### src/rtl/mem_ctrl_pkg.sv
`default_nettype none
// ============================================================================
// Module      : mem_ctrl_pkg
// Description : Shared types and constants for the round-robin memory
//               controller (FSM state encoding, memory direction values).
// Revision    : 1.0 - initial release
// ============================================================================
package mem_ctrl_pkg;

    // Controller sequencing states; the encoding is fixed so state can be
    // observed directly on a logic analyser.
    typedef enum logic [1:0] {
        IDLE   = 2'b00,
        SETUP  = 2'b01,
        ACCESS = 2'b10,
        DONE   = 2'b11
    } state_t;

    // Memory direction encoding on rd_wr lines.
    localparam logic RD = 1'b1;
    localparam logic WR = 1'b0;

endpackage : mem_ctrl_pkg
`default_nettype wire

### src/rtl/rr_arb2.sv
`default_nettype none
// ============================================================================
// Module      : rr_arb2
// Description : Two-way round-robin arbiter. The grant is combinational from
//               the current requests and the last winner; the last winner is
//               only updated when the caller accepts the grant (grant_en).
// Revision    : 1.0 - initial release
// ============================================================================
module rr_arb2 (
    input  logic       clk,
    input  logic       rst,
    input  logic [1:0] req,
    input  logic       grant_en,
    output logic [1:0] gnt,
    output logic       last_gnt
);

    logic r_last_gnt;

    // Pick a winner: a lone request wins outright, a tie goes to the
    // requester that did not win last time.
    always_comb begin
        gnt = 2'b00;
        case (req)
            2'b01:   gnt = 2'b01;
            2'b10:   gnt = 2'b10;
            2'b11:   gnt = r_last_gnt ? 2'b01 : 2'b10;
            default: gnt = 2'b00;
        endcase
    end

    // Remember the accepted winner; reset to 1 so requester 0 wins the first tie.
    always_ff @(posedge clk) begin
        if (rst) begin
            r_last_gnt <= 1'b1;
        end else if (grant_en && (req != 2'b00)) begin
            r_last_gnt <= gnt[1];
        end
    end

    assign last_gnt = r_last_gnt;

endmodule : rr_arb2
`default_nettype wire

### src/rtl/mem_rr_ctrl.sv
`default_nettype none
// ============================================================================
// Module      : mem_rr_ctrl
// Description : Two-requester round-robin controller for a small binary-cell
//               memory. Each access runs SETUP (address/data settle, enable
//               low), ACCESS (enable high for ACC_CYC cycles, read captured
//               on the closing edge) and DONE (one-cycle ack). All outputs
//               are registered. ACC_CYC must be at least 1.
// Revision    : 1.0 - initial release
// ============================================================================
module mem_rr_ctrl
    import mem_ctrl_pkg::*;
#(
    parameter int ADDR_W  = 2,
    parameter int DATA_W  = 4,
    parameter int ACC_CYC = 1
) (
    input  logic              clk,
    input  logic              rst,
    input  logic [1:0]        req,
    input  logic [1:0]        req_rd_wr,
    input  logic [ADDR_W-1:0] req_addr0,
    input  logic [ADDR_W-1:0] req_addr1,
    input  logic [DATA_W-1:0] req_wr_data0,
    input  logic [DATA_W-1:0] req_wr_data1,
    output logic [1:0]        ack,
    output logic [DATA_W-1:0] rd_data,
    output logic              busy,
    output logic              mem_en,
    output logic              mem_rd_wr,
    output logic [ADDR_W-1:0] mem_addr,
    output logic [DATA_W-1:0] mem_wr_data,
    input  logic [DATA_W-1:0] mem_rd_data
);

    localparam int                CNT_W      = $clog2(ACC_CYC + 1);
    localparam logic [CNT_W-1:0]  C_CNT_LOAD = CNT_W'(ACC_CYC - 1);

    state_t              r_state;
    logic                r_cmd_rd_wr;
    logic [ADDR_W-1:0]   r_cmd_addr;
    logic [DATA_W-1:0]   r_cmd_wr_data;
    logic [CNT_W-1:0]    r_acc_cnt;
    logic [1:0]          r_ack;
    logic [DATA_W-1:0]   r_rd_data;
    logic                r_busy;
    logic                r_mem_en;
    logic                r_mem_rd_wr;
    logic [ADDR_W-1:0]   r_mem_addr;
    logic [DATA_W-1:0]   r_mem_wr_data;

    logic [1:0]          w_gnt;
    logic                w_last_gnt;
    logic                w_grant_en;
    logic                w_sel_rd_wr;
    logic [ADDR_W-1:0]   w_sel_addr;
    logic [DATA_W-1:0]   w_sel_wr_data;

    // Requests are only considered while idle; this also freezes last_gnt,
    // so for the rest of the transaction it names the current winner.
    assign w_grant_en = (r_state == IDLE);

    rr_arb2 u_arb (
        .clk      (clk),
        .rst      (rst),
        .req      (req),
        .grant_en (w_grant_en),
        .gnt      (w_gnt),
        .last_gnt (w_last_gnt)
    );

    // Winner's command, selected from the one-hot grant.
    always_comb begin
        w_sel_rd_wr   = w_gnt[1] ? req_rd_wr[1] : req_rd_wr[0];
        w_sel_addr    = w_gnt[1] ? req_addr1    : req_addr0;
        w_sel_wr_data = w_gnt[1] ? req_wr_data1 : req_wr_data0;
    end

    // Access sequencer: command latch, enable timing, read capture and ack.
    always_ff @(posedge clk) begin
        if (rst) begin
            r_state       <= IDLE;
            r_cmd_rd_wr   <= RD;
            r_cmd_addr    <= '0;
            r_cmd_wr_data <= '0;
            r_acc_cnt     <= '0;
            r_ack         <= 2'b00;
            r_rd_data     <= '0;
            r_busy        <= 1'b0;
            r_mem_en      <= 1'b0;
            r_mem_rd_wr   <= RD;
            r_mem_addr    <= '0;
            r_mem_wr_data <= '0;
        end else begin
            r_ack <= 2'b00;
            case (r_state)
                IDLE: begin
                    if (w_gnt != 2'b00) begin
                        r_cmd_rd_wr   <= w_sel_rd_wr;
                        r_cmd_addr    <= w_sel_addr;
                        r_cmd_wr_data <= w_sel_wr_data;
                        // Present the command during SETUP with enable low.
                        r_mem_rd_wr   <= w_sel_rd_wr;
                        r_mem_addr    <= w_sel_addr;
                        r_mem_wr_data <= w_sel_wr_data;
                        r_mem_en      <= 1'b0;
                        r_busy        <= 1'b1;
                        r_state       <= SETUP;
                    end
                end
                SETUP: begin
                    r_mem_rd_wr   <= r_cmd_rd_wr;
                    r_mem_addr    <= r_cmd_addr;
                    r_mem_wr_data <= r_cmd_wr_data;
                    r_mem_en      <= 1'b1;
                    r_acc_cnt     <= C_CNT_LOAD;
                    r_state       <= ACCESS;
                end
                ACCESS: begin
                    if (r_acc_cnt == '0) begin
                        // Closing edge: capture before the memory releases its bus.
                        if (r_cmd_rd_wr == RD) begin
                            r_rd_data <= mem_rd_data;
                        end
                        r_mem_en    <= 1'b0;
                        r_mem_rd_wr <= RD;
                        r_ack       <= w_last_gnt ? 2'b10 : 2'b01;
                        r_state     <= DONE;
                    end else begin
                        r_acc_cnt <= r_acc_cnt - 1'b1;
                    end
                end
                DONE: begin
                    r_busy  <= 1'b0;
                    r_state <= IDLE;
                end
                default: begin
                    r_mem_en    <= 1'b0;
                    r_mem_rd_wr <= RD;
                    r_busy      <= 1'b0;
                    r_state     <= IDLE;
                end
            endcase
        end
    end

    assign ack         = r_ack;
    assign rd_data     = r_rd_data;
    assign busy        = r_busy;
    assign mem_en      = r_mem_en;
    assign mem_rd_wr   = r_mem_rd_wr;
    assign mem_addr    = r_mem_addr;
    assign mem_wr_data = r_mem_wr_data;

endmodule : mem_rr_ctrl
`default_nettype wire

### config.mk
export PLATFORM = sky130hd
export DESIGN_NAME = mem_rr_ctrl
export DESIGN_NICKNAME = d
export VERILOG_FILES = /design/src/rtl/mem_ctrl_pkg.sv /design/src/rtl/rr_arb2.sv /design/src/rtl/mem_rr_ctrl.sv
export SDC_FILE = /design/constraint.sdc
export NUM_CORES = 1
export LEC_CHECK = 0
export BUFFER_PORTS_ARGS = -buffer_cell sky130_fd_sc_hd__clkbuf_2
export CAP_MARGIN = 20
export CORE_ASPECT_RATIO = 1.4
export CORE_MARGIN = 2
export CORE_UTILIZATION = 45
export DETAILED_ROUTE_END_ITERATION = 7
export PLACE_DENSITY = 0.79
export SKIP_CTS_REPAIR_TIMING = 1
export SLEW_MARGIN = 20
export SYNTH_ARGS = -nofsm -noshare
export SYNTH_HDL_FRONTEND = slang
export SYNTH_SLANG_ARGS = --single-unit
### constraint.sdc
create_clock -name clk -period 1.6 [get_ports clk]
set_input_delay 0.08 -clock clk [delete_from_list [all_inputs] [get_ports clk]]
set_output_delay 0.08 -clock clk [all_outputs]
set_load 0.01 [all_outputs]
==> run_results.csv <==
group,metric,value,unit
setup_path,worstSetupEndpointType,"flop",
synthesis,ys_seq_area_share,41.3,%
synthesis,yosysWarnings,0,
drt,via_per_inst,5.23,
synthesis,synth_top_flop_cell,"dfxtp_1",
setup_path,crit_type,"flop to flop",
cts,cts_buffer_depth,2,
drt,dr.first_iter.drc_count,12,
cts,cts_buffers,3,
die,die_w,47.8,um
cts,htreeDepth,1,
die,pin_count,37,
synthesis,ys_types,27,
synthesis,synth.most_common_cell,"dfxtp_1",
drt,drc_errors,0,
sta,whs,0.0495,ns
sta,max_freq,641,MHz
setup_path,required,1.86,ns
synthesis,synthArstFlopShare,0,%
drt,wl_per_cell,13.1,um
sta,finalHoldViolCount,0,
cts,clkTransAtPathRegs,0.13,ns
cts,cts_tree,"yes",
synthesis,synth_edf_count,0,
finish,layout-drive-gt1-share,34.4,%
finish,final_util,61.3,%
setup_path,crit_fanout,6,
sta,layout_min_cycle_time,1.56,ns
sta,slew_headroom,79.3,%
die,start_util,46.8,%
pwr,p_per_area,1540,nW/um2
die,die_h,65.4,um
die,die-area,3130,um2
setup_path,setup.worst_path.start_class,"flop",
finish,nFillCells,234,
finish,multiInputGateArea,667,um2
pwr,leakage,0.708,nW
finish,diodes,0,
place,place.gp.congestion,0.744,
global_route,grt_max_degree,21,
sta,setup-violations-final,0,
place,hpwl,2230,um
global_route,antenna_found_initial,0,
pwr,power,2.45,mW
place,placed_area,1490,um2
global_route,grt_remaining_overflow,0,
synthesis,avgSynthCellArea,8.91,um2
die,coreArea,2590,um2
sta,drv_slew,0,
cts,clk_latency,0.32,ns
synthesis,synth_common_cells,"25 x dfxtp_1, 15 x a21oi_1, 15 x nor2_1, 13 x mux2i_1, 10 x o21ai_0",
status,outcome,"finished clean",
cts,ctsRootBufferMaster,"clkbuf_4",
finish,area_growth,30.9,%
cts,cts_sinks,25,
synthesis,synthTopCellsByArea,"dfxtp_1 41%, mux2i_1 11%, a21oi_1 6.2%",
global_route,grt_pass1_vias,1087,
synthesis,syn_inst,136,
global_route,grt_pass1_wl,4460,um
place,port_buffers,36,
hold_path,hp-class,"primary input to flop",
pwr,ir_drop,1140,uV
sta,fin_ws,0.0388,ns
drt,totalWireLength,2910,um
drt,vias,1162,
synthesis,synth-seq-cells,25,
drt,dr.pass1.iters,5,
global_route,gr-usage-all-layers,19.3,%
synthesis,syn_nets,163,
synthesis,yosys.area.top_type,"dfxtp_1",
sta,period_share,97.6,%
synthesis,yosysTopAreaCellShare,41.3,%
drt,ant_nets,0,
die,row_count,22,
finish,nets,214,
flow_run,drv_cap,0,
synthesis,syn_area,1210,um2
sta,skew,0.00538,ns
sta,worst_pin_slew,0.309,ns
finish,design_area,1590,um2
setup_path,crit_arrival,1.82,ns
place,pre_cts_ws,0.0315,ns
finish,seq_area,503,um2
[final timing paths]
check / end / depth (start not counted) / slack (ns) / startpoint
worst max register to register: mem_wr_data[3] / 7 / 0.04 / r_state[1]
worst min register to register: rd_data[1] / 2 / 0.47 / rd_data[1]
worst min-delay path: r_cmd_addr[1] / 3 / 0.05 / req_addr0[1]
worst max-delay path: mem_wr_data[3] / 7 / 0.04 / r_state[1]
[final cells by class]
cell class	count	share of cell area, %
Inverter	4	0.947
Multi-Input combinational cell	99	42.1
Tap cell	36	2.84
Clock buffer	4	1.66
Sequential cell	25	31.7
Timing Repair Buffer	54	20.8
[per-stage QoR]
stage	TNS, ns	std cells
finish	0	222
global route	-0.0192	222
CTS	-0.00676	216
detailed placement	0	212
global placement	0	212
floorplan	0	136
[routing by layer]
layer	up-vias	global-route usage, %	wire, um
li1	587	-	-
met1	543	21.4	1160
met2	28	36.2	1610
met3	4	2.75	103
met4	0	4.39	28
met5	-	0	0
[cells by family (layout without fill, tap and decap cells)]
kind of cell               count (synthesis)  count (layout)  share of synthesized area (%)
AOI/OAI and AO/OA                         37              37                           19.4
adders and majority gates                  5               5                           5.17
buffers and inverters                     12              62                           4.96
DFF                                       25              25                           41.3
muxes                                     14              14                           11.7
and+or+nand+nor                           43              43                           17.5
[critical path, stage by stage (launching register included)]
cell and delay, ns:
dfxtp_2 0.36, inv_2 0.08, ha_4 0.14, or3b_4 0.37
buf_4 0.16, a21oi_2 0.13, buf_6 0.13, a32o_1 0.13
[power by group]
| group | switching, mW | internal, mW |
|---|---|---|
| clock | 0.184 | 0.0975 |
| sequential | 0.119 | 0.821 |
| combinational | 0.618 | 0.606 |
| total | 0.920 | 1.52 |
[flip-flops by register name (all words and copies together) (netlist names)]
signal,flops
mem_en,1
busy,1
ack,2
u_arb.last_gnt,1
rd_data,4
r_state,2
mem_rd_wr,1
mem_wr_data,4
r_cmd_addr,2
r_cmd_rd_wr,1
mem_addr,2
r_cmd_wr_data,4
[cells in the final DEF, fill, tap and decap left out, types with 3 or more instances in the layout]
cell type       n
nand3_1         4
clkbuf_4        3
nand2_1         8
dfxtp_1        23
nor3_1          3
a32o_1          6
a21oi_1        14
nand2b_1        6
ha_1            4
dlygate4sd3_1   4
clkbuf_2       36
buf_4          13
nor2_1         15
mux2i_1        13
o21ai_0        10
No activity file was read; power rests on OpenSTA's default activity.
